## config.mk

```make
export PLATFORM = sky130hd
export DESIGN_NAME = ps2_key_cmd_decoder
export DESIGN_NICKNAME = d
export VERILOG_FILES = /design/src/rtl/ps2_key_cmd_decoder.sv
export SDC_FILE = /design/constraint.sdc
export NUM_CORES = 1
export LEC_CHECK = 0
export BUFFER_PORTS_ARGS = -buffer_cell sky130_fd_sc_hd__buf_2
export CAP_MARGIN = 20
export CORE_AREA = 3 3 67 100
export CTS_CLUSTER_DIAMETER = 80
export DETAILED_ROUTE_END_ITERATION = 6
export DIE_AREA = 0 0 70 103
export GPL_ROUTABILITY_DRIVEN = 1
export GPL_TIMING_DRIVEN = 0
export HOLD_SLACK_MARGIN = 0.15
export MAX_ROUTING_LAYER = met4
export PLACE_DENSITY = 0.56
export SLEW_MARGIN = 5
export SYNTH_ARGS = -nofsm -noshare
export SYNTH_HDL_FRONTEND = slang
export SYNTH_SLANG_ARGS = --single-unit
```

## constraint.sdc

```tcl
create_clock -name clk -period 1.8 [get_ports clk]
set_input_delay 0.18 -clock clk [delete_from_list [all_inputs] [get_ports clk]]
set_output_delay 0.18 -clock clk [all_outputs]
set_load 0.005 [all_outputs]
```

## src/rtl/ps2_key_cmd_decoder.sv

```systemverilog
// PS/2 keyboard receiver: scan codes -> one-cycle playback command strobes; PS2_TYPEMATIC_FILTER_EN adds held-key repeat suppression.
// Latency: key_* 2 clk after the stop-bit falling edge, frame_err 1 clk after it (or on timeout); each pulse lasts 1 clk.
// Backpressure: none; strobes are fire-and-forget, and the keyboard paces its own frames.
module ps2_key_cmd_decoder #(
    parameter int SYNC_STAGES    = 2,
    parameter int TIMEOUT_CYCLES = 50000
) (
    input  logic       clk,
    input  logic       reset,
    input  logic       ps2_clk,
    input  logic       ps2_data,
    output logic       key_d,
    output logic       key_e,
    output logic       key_b,
    output logic       key_f,
    output logic       key_r,
    output logic       frame_err,
    output logic [7:0] last_scancode
);

    localparam int TW = $clog2(TIMEOUT_CYCLES + 1);

    typedef enum logic [2:0] {
        IDLE,
        DATA,
        PARITY,
        STOP,
        DECODE
    } state_t;

    state_t                 state, state_nxt;
    logic [SYNC_STAGES-1:0] clk_sync;
    logic [SYNC_STAGES-1:0] dat_sync;
    logic                   clk_prev;
    logic                   fe;
    logic                   din;

    logic [2:0]    bit_cnt, bit_cnt_nxt;
    logic [7:0]    shreg, shreg_nxt;
    logic          par_bit, par_nxt;
    logic          brk_flag, brk_nxt;
    logic          ext_flag, ext_nxt;
    logic [TW-1:0] tmo_cnt, tmo_nxt;
    logic [4:0]    keys_q, keys_nxt;
    logic          err_q, err_nxt;
    logic [7:0]    last_q, last_nxt;
    logic          abort;
    logic          fire;
`ifdef PS2_TYPEMATIC_FILTER_EN
    logic [7:0]    held, held_nxt;
`endif

    // Sync flops reset low so a bus already idling high at release never looks like a falling edge.
    always_ff @(posedge clk or posedge reset) begin
        if (reset) begin
            clk_sync <= '0;
            dat_sync <= '0;
            clk_prev <= 1'b0;
        end else begin
            clk_sync <= {clk_sync[SYNC_STAGES-2:0], ps2_clk};
            dat_sync <= {dat_sync[SYNC_STAGES-2:0], ps2_data};
            clk_prev <= clk_sync[SYNC_STAGES-1];
        end
    end

    assign fe  = clk_prev & ~clk_sync[SYNC_STAGES-1];
    assign din = dat_sync[SYNC_STAGES-1];

    always_ff @(posedge clk or posedge reset) begin
        if (reset) begin
            state    <= IDLE;
            bit_cnt  <= '0;
            shreg    <= '0;
            par_bit  <= 1'b0;
            brk_flag <= 1'b0;
            ext_flag <= 1'b0;
            tmo_cnt  <= '0;
            keys_q   <= '0;
            err_q    <= 1'b0;
            last_q   <= '0;
`ifdef PS2_TYPEMATIC_FILTER_EN
            held     <= '0;
`endif
        end else begin
            state    <= state_nxt;
            bit_cnt  <= bit_cnt_nxt;
            shreg    <= shreg_nxt;
            par_bit  <= par_nxt;
            brk_flag <= brk_nxt;
            ext_flag <= ext_nxt;
            tmo_cnt  <= tmo_nxt;
            keys_q   <= keys_nxt;
            err_q    <= err_nxt;
            last_q   <= last_nxt;
`ifdef PS2_TYPEMATIC_FILTER_EN
            held     <= held_nxt;
`endif
        end
    end

    always_comb begin
        state_nxt   = state;
        bit_cnt_nxt = bit_cnt;
        shreg_nxt   = shreg;
        par_nxt     = par_bit;
        brk_nxt     = brk_flag;
        ext_nxt     = ext_flag;
        tmo_nxt     = '0;
        keys_nxt    = '0;
        err_nxt     = 1'b0;
        last_nxt    = last_q;
        abort       = 1'b0;
        fire        = 1'b0;
`ifdef PS2_TYPEMATIC_FILTER_EN
        held_nxt    = held;
`endif

        // The watchdog only runs mid-frame; any falling edge restarts it.
        if (state == DATA || state == PARITY || state == STOP) begin
            if (fe)
                tmo_nxt = '0;
            else if (tmo_cnt == TW'(TIMEOUT_CYCLES))
                abort = 1'b1;
            else
                tmo_nxt = tmo_cnt + TW'(1);
        end

        case (state)
            IDLE: begin
                if (fe && !din) begin
                    state_nxt   = DATA;
                    bit_cnt_nxt = '0;
                end
            end
            DATA: begin
                if (fe) begin
                    shreg_nxt   = {din, shreg[7:1]};
                    bit_cnt_nxt = bit_cnt + 3'd1;
                    if (bit_cnt == 3'd7)
                        state_nxt = PARITY;
                end
            end
            PARITY: begin
                if (fe) begin
                    par_nxt   = din;
                    state_nxt = STOP;
                end
            end
            STOP: begin
                if (fe) begin
                    if (din && (^{shreg, par_bit}))
                        state_nxt = DECODE;
                    else
                        abort = 1'b1;
                end
            end
            DECODE: begin
                state_nxt = IDLE;
                last_nxt  = shreg;
                if (shreg == 8'hF0) begin
                    brk_nxt = 1'b1;
                end else if (shreg == 8'hE0) begin
                    ext_nxt = 1'b1;
                end else if (brk_flag || ext_flag) begin
`ifdef PS2_TYPEMATIC_FILTER_EN
                    if (brk_flag && shreg == held)
                        held_nxt = '0;
`endif
                    brk_nxt = 1'b0;
                    ext_nxt = 1'b0;
                end else begin
`ifdef PS2_TYPEMATIC_FILTER_EN
                    if (shreg != held) begin
                        fire     = 1'b1;
                        held_nxt = shreg;
                    end
`else
                    fire = 1'b1;
`endif
                end
            end
            default: state_nxt = IDLE;
        endcase

        if (fire) begin
            case (shreg)
                8'h23:   keys_nxt = 5'b00001;
                8'h24:   keys_nxt = 5'b00010;
                8'h32:   keys_nxt = 5'b00100;
                8'h2B:   keys_nxt = 5'b01000;
                8'h2D:   keys_nxt = 5'b10000;
                default: keys_nxt = 5'b00000;
            endcase
        end

        // Bad frame or stalled keyboard: drop the partial byte and any pending prefix.
        if (abort) begin
            state_nxt = IDLE;
            err_nxt   = 1'b1;
            brk_nxt   = 1'b0;
            ext_nxt   = 1'b0;
            tmo_nxt   = '0;
        end
    end

    assign key_d         = keys_q[0];
    assign key_e         = keys_q[1];
    assign key_b         = keys_q[2];
    assign key_f         = keys_q[3];
    assign key_r         = keys_q[4];
    assign frame_err     = err_q;
    assign last_scancode = last_q;

endmodule
```

[Yosys cells after proc, flatten, opt, wreduce, memory -nomap -nowiden]
Cells that the tools add are included.
Word-level totals
  register bits after elaboration: 52
  input bits: 4
  word-level logic and storage cells: 95
Operators by class
  add/subtract/negate cells: 2
  equal/unequal tests: 23
  mux-type cells: 37
  bitwise gates (word level): 2
  reduce and logical (&&, ||, !) cells: 18
Operators by type and width (count)
  2-to-1 mux 16 bit: 4
  == test 8 x 6 -> 1 bit, second input constant: 5
  2-to-1 mux 3 bit: 9
  one-hot mux 5 bit (5 select lines): 1
  2-to-1 mux 1 bit: 20
  adder 16 x 1 -> 16 bit, second input constant: 1
  == test 16 bit, second input constant: 1
  == test 8 bit, second input constant: 2
  != test 3 bit, second input constant: 5
  one-hot mux 3 bit (4 select lines): 1
  AND reduction 3 bit: 3
  XOR reduction 9 bit: 1
  == test 3 x 2 -> 1 bit, second input constant: 2
  == test 3 bit, second input constant: 2
  != test 2 bit, second input constant: 3
  != test 3 x 2 -> 1 bit, second input constant: 2
  one-hot mux 3 bit (2 select lines): 1
  AND reduction 6 bit: 1
  nonzero test 3 bit: 2
  2-to-1 mux 5 bit: 1
  AND reduction 2 bit: 2
  nonzero test 2 bit: 2
  adder 3 x 1 -> 3 bit, second input constant: 1
  == test 3 x 1 -> 1 bit, second input constant: 1
  other kinds (6): 9

[Logic depth before layout (Yosys ltp)]
  depth after elaboration: 9
  depth in mapped cells: 8
  gate-level depth less buffers: 7

[Worst setup path after synthesis]
No wires, ideal clock.
  path kind: reg2reg
  from: register tmo_cnt[2]
  to: register tmo_cnt[8]
  library setup time: 0.119 ns
  arrival time: 1.680 ns
  path slack: 0.001 ns
  cell stages (with the launch flop): 7
  clock period less this slack: 1.799 ns
  cells stage by stage: dfrtp_1 -> or4_4 -> nor4_4 -> nand2b_1 -> buf_6 -> buf_12 -> nor2_1
Between the ends
  cells in the longest elaborated chain, start to end: 8
Ends and longest elaborated chain
  start: declaration: line 43  | logic [TW-1:0] tmo_cnt, tmo_nxt;
  start signal: assignment: line 91  | tmo_cnt <= tmo_nxt;
  branches (longest 7 deep; another with adder 16 x 1 -> 16 bit)
  2-to-1 mux 16 bit (*): line 197  | if (abort) begin
  named net tmo_nxt[8]: line 43
Mark *: on every way through the listed nets, which the timed path passes.
A chain may end at the register's enable or synchronous reset.

[Final worst setup path]
  from: register tmo_cnt[2]
  to: register ext_flag
Between the ends
  cells in the longest elaborated chain, start to end: 9
Ends and longest elaborated chain
  == test 16 bit (*): line 122  | else if (tmo_cnt == TW'(TIMEOUT_CYCLES))
  2-to-1 mux 1 bit (*): line 122
  2-to-1 mux 1 bit (*): line 120  | if (fe)
  2-to-1 mux 1 bit (*): line 119  | if (state == DATA || state == PARITY || state == STOP) begin
  2-to-1 mux 1 bit: line 151  | if (din && (^{shreg, par_bit}))
  2-to-1 mux 1 bit: line 150  | if (fe) begin
  2-to-1 mux 1 bit (*): line 128  | case (state)
  named net abort: line 47  | logic abort;
  != test 2 bit (no source line), or another cell as far along
  AND reduction 3 bit (no source line)
  end signal: assignment: line 90  | ext_flag <= ext_nxt;
  end: declaration: line 42  | logic ext_flag, ext_nxt;
The timed path passes the listed nets; every way through them passes the cells marked *.

==> metrics.txt <==
ANT nets after route 0; # diodes 0; Top Ports 18; DR WL/cell 13.8 um; worst slew pin tran 0.656 ns; clock latency at the later pin of the worst-skew pair 0.30 ns; root buffer cell clkbuf_8; synthesis-to-layout area growth 20.7%; final worst-path cycle share 108%; Worst Path Arrival 2.13 ns; violated checks negative setup slack; Syn Std Cell Area 0.00233 mm2; warning count from the yosys run 0; main flop type after synthesis dfrtp_1; status finished with violations; crit path launch tmo_cnt[2]; Sink Count 52; number of global-route vias before repair around 1600; largest net degree at the start of global routing roughly 40; vias 1548; gr usage total 13.5%; CP Max Fanout 6; TritonCTS clock tree done; HP Class flop to flop; Die Wd 70 um; WHS Path Cells 0; Seq cells post-synth between 50 and 60; Placed Area 0.00252 mm2; initial antenna violation count 0; GRT overflow 0; Register-to-Register Path Depth 6; global placement routability congestion 0.760; max_cap viols 0; number of flops mapped to enable cells by yosys 0; origin of the worst min-delay path clk_sync[0]; vias per cell 4.99; critical path endpoint category flop; Design Area, Final 0.00281 mm2; Setup Skew approximately 0.0048 ns; nets roughly 250; Hold WS 0.353 ns; Worst-path clk slew about 0.090 ns; Critical Path Max Stage Delay 0.55 ns; FFs w/ async S/R, synth 100%; Final HPWL DP around 3000 um; Cell Pwr Density 1290 mW/mm2; RR Startpoint tmo_cnt[2]; Final setup viols 19; final slew viol count 0; Die Footprint 0.00721 mm2; Starting Density 39.6%; post-route setup slack -0.137 ns; min Tclk post-route 1.94 ns; CP Launch Type flop; Post-Route WL between 4000 and 5000 um; peak supply drop between 0.0005 and 0.0006 V; share of layout cells above drive strength 1 26.5%; CORE AREA 0.00587 mm2; most frequent cells in the layout 51 x dfrtp_1, 19 x nor2_1, 18 x buf_2; critical-path cell list or4_4 > nor4_4 > buf_4 > a21oi_2 > a31oi_4 > nor3b_1; H-tree depth 2; Rel. slew slack 55.9%; Clock Tree Buf Depth 2; Critical-path top delay cell or4_4; kind of critical path flop to flop; Mean Syn Cell Area roughly 11 um2; synth unique cells 37; Pre-Repair DR Iteration Count 4; Leakage Power 1.29 nW; reg2reg end ext_flag; total CTS buffers 5; fmax 516 MHz; Worst Path Required 2.00 ns; reg2reg setup slack -0.14 ns; die height 103 um; pre-CTS WS -0.157 ns; sequential-to-total area share from yosys stat roughly 56%; Post-Synthesis Cells 203; Post-Syn Nets roughly 210; RSZ-0062 raised after global routing true; DR DRC count 0; commonest non-fill, non-tap cell in the layout dfrtp_1; number of port buffers 17; first-pass GRT wire length between 7000 and 8000 um; row cnt 34; number of DRC markers in iteration 0 102; Min-Delay Endpoint clk_sync[1]; Hold Vio Cnt, Final 0
## sequential cells by signal, indices dropped and copies added, names as in the netlist
| name | flops |
|---|---|
| frame_err | 1 |
| last_scancode | 8 |
| keys_q | 5 |
| brk_flag | 1 |
| clk_sync | 2 |
| par_bit | 1 |
| ext_flag | 1 |
| state | 3 |
| shreg | 8 |
| clk_prev | 1 |
| dat_sync | 2 |
| bit_cnt | 3 |
| tmo_cnt | 16 |
## cell families after synthesis
| logic type | synth area share, % |
|---|---|
| adder cells (fa/ha/maj) | 2.15 |
| XOR/XNOR | 6.99 |
| buffers and inverters | 3.33 |
| AND/OR/NAND/NOR | 18.4 |
| flip-flops | 55.9 |
| AO/OA/AOI/OAI | 6.40 |
| multiplexers | 6.77 |
## how the worst max path moves through the flow
stage | slack, ns | to | cells past startpoint
2_1_floorplan | 0.0007 | tmo_cnt[8] | 6
6_report | -0.14 | ext_flag | 6
3_5_place_dp | -0.16 | tmo_cnt[3] | 8
4_1_cts | -0.18 | ext_flag | 7
3_3_place_gp | -0.35 | bit_cnt[0] | 2
5_1_grt | -0.21 | ext_flag | 8
## cells in the mapped netlist, types with 2 or more instances
| library cell | count | share of area, % |
|---|---|---|
| dfrtp_1 | 52 | 56 |
| nor2_1 | 19 | 3.1 |
| mux2_2 | 14 | 6.8 |
| nand2_1 | 14 | 2.3 |
| o21ai_0 | 11 | 2.4 |
| xnor2_1 | 10 | 3.8 |
| a21oi_1 | 9 | 1.9 |
| inv_1 | 8 | 1.3 |
| nor3b_1 | 7 | 2.3 |
| nor3_1 | 6 | 1.3 |
| xor2_1 | 6 | 2.3 |
| nand3_1 | 5 | 1.1 |
| nand4_1 | 5 | 1.3 |
| ha_1 | 4 | 2.2 |
| or3_1 | 4 | 1.1 |
| and3_1 | 3 | 0.81 |
| clkbuf_1 | 3 | 0.48 |
| nand2b_1 | 3 | 0.81 |
| a32o_1 | 2 | 0.86 |
## per-stage QoR
step | util [%] | TNS [ns] | total power [mW] | instances
2_1_floorplan | - | 0 | 2.23 | 203
4_1_cts | 47.3 | -2.63 | 3.65 | 307
3_5_place_dp | 43.0 | -3.62 | 2.44 | 293
3_3_place_gp | 42.6 | -22.04 | 2.41 | 292
5_1_grt | 47.8 | -2.18 | 3.84 | 310
6_report | 47.8 | -0.868 | 3.61 | 310
## layout make-up
class                   count  area (um2)
well taps                  72        90.1
multi-input cells         137         986
inverters                   8        30.0
clock inverters             3        90.1
repair buffers             28         204
flip-flops and latches     52        1300
plain buffers               5        37.5
clock buffers               5        68.8
fillers                   553        3060
## worst max-delay path: cells and delay by family (launching register included)
family	cells	cell delay, ns
flops	1	0.46
simple gates	3	0.94
compound gates	2	0.26
buf+inv	1	0.17
## per-layer routing
metal	vias up	global-route usage, %	wire length, um
li1	768	-	-
met1	757	13.9	1760
met2	18	25.1	2330
met3	5	2.34	109
met4	0	5.75	81
met5	-	-	0
## what timing repair did
item | in CTS | in global routing
setup endpoints to repair | 36 | 27
endpoints found under the hold margin | 54 | 0
resized for setup | 7 | 4
setup buffers | 4 | 3
pin swaps | 3 | 4
hold buffers | 3 | 0
## where the power goes
group / total [mW] / switching [mW] / internal, mW
logic: 0.966 / 0.451 / 0.515
clock network: 1.08 / 0.390 / 0.695
registers: 1.56 / 0.228 / 1.33
Power figures use the tool's default switching activity.
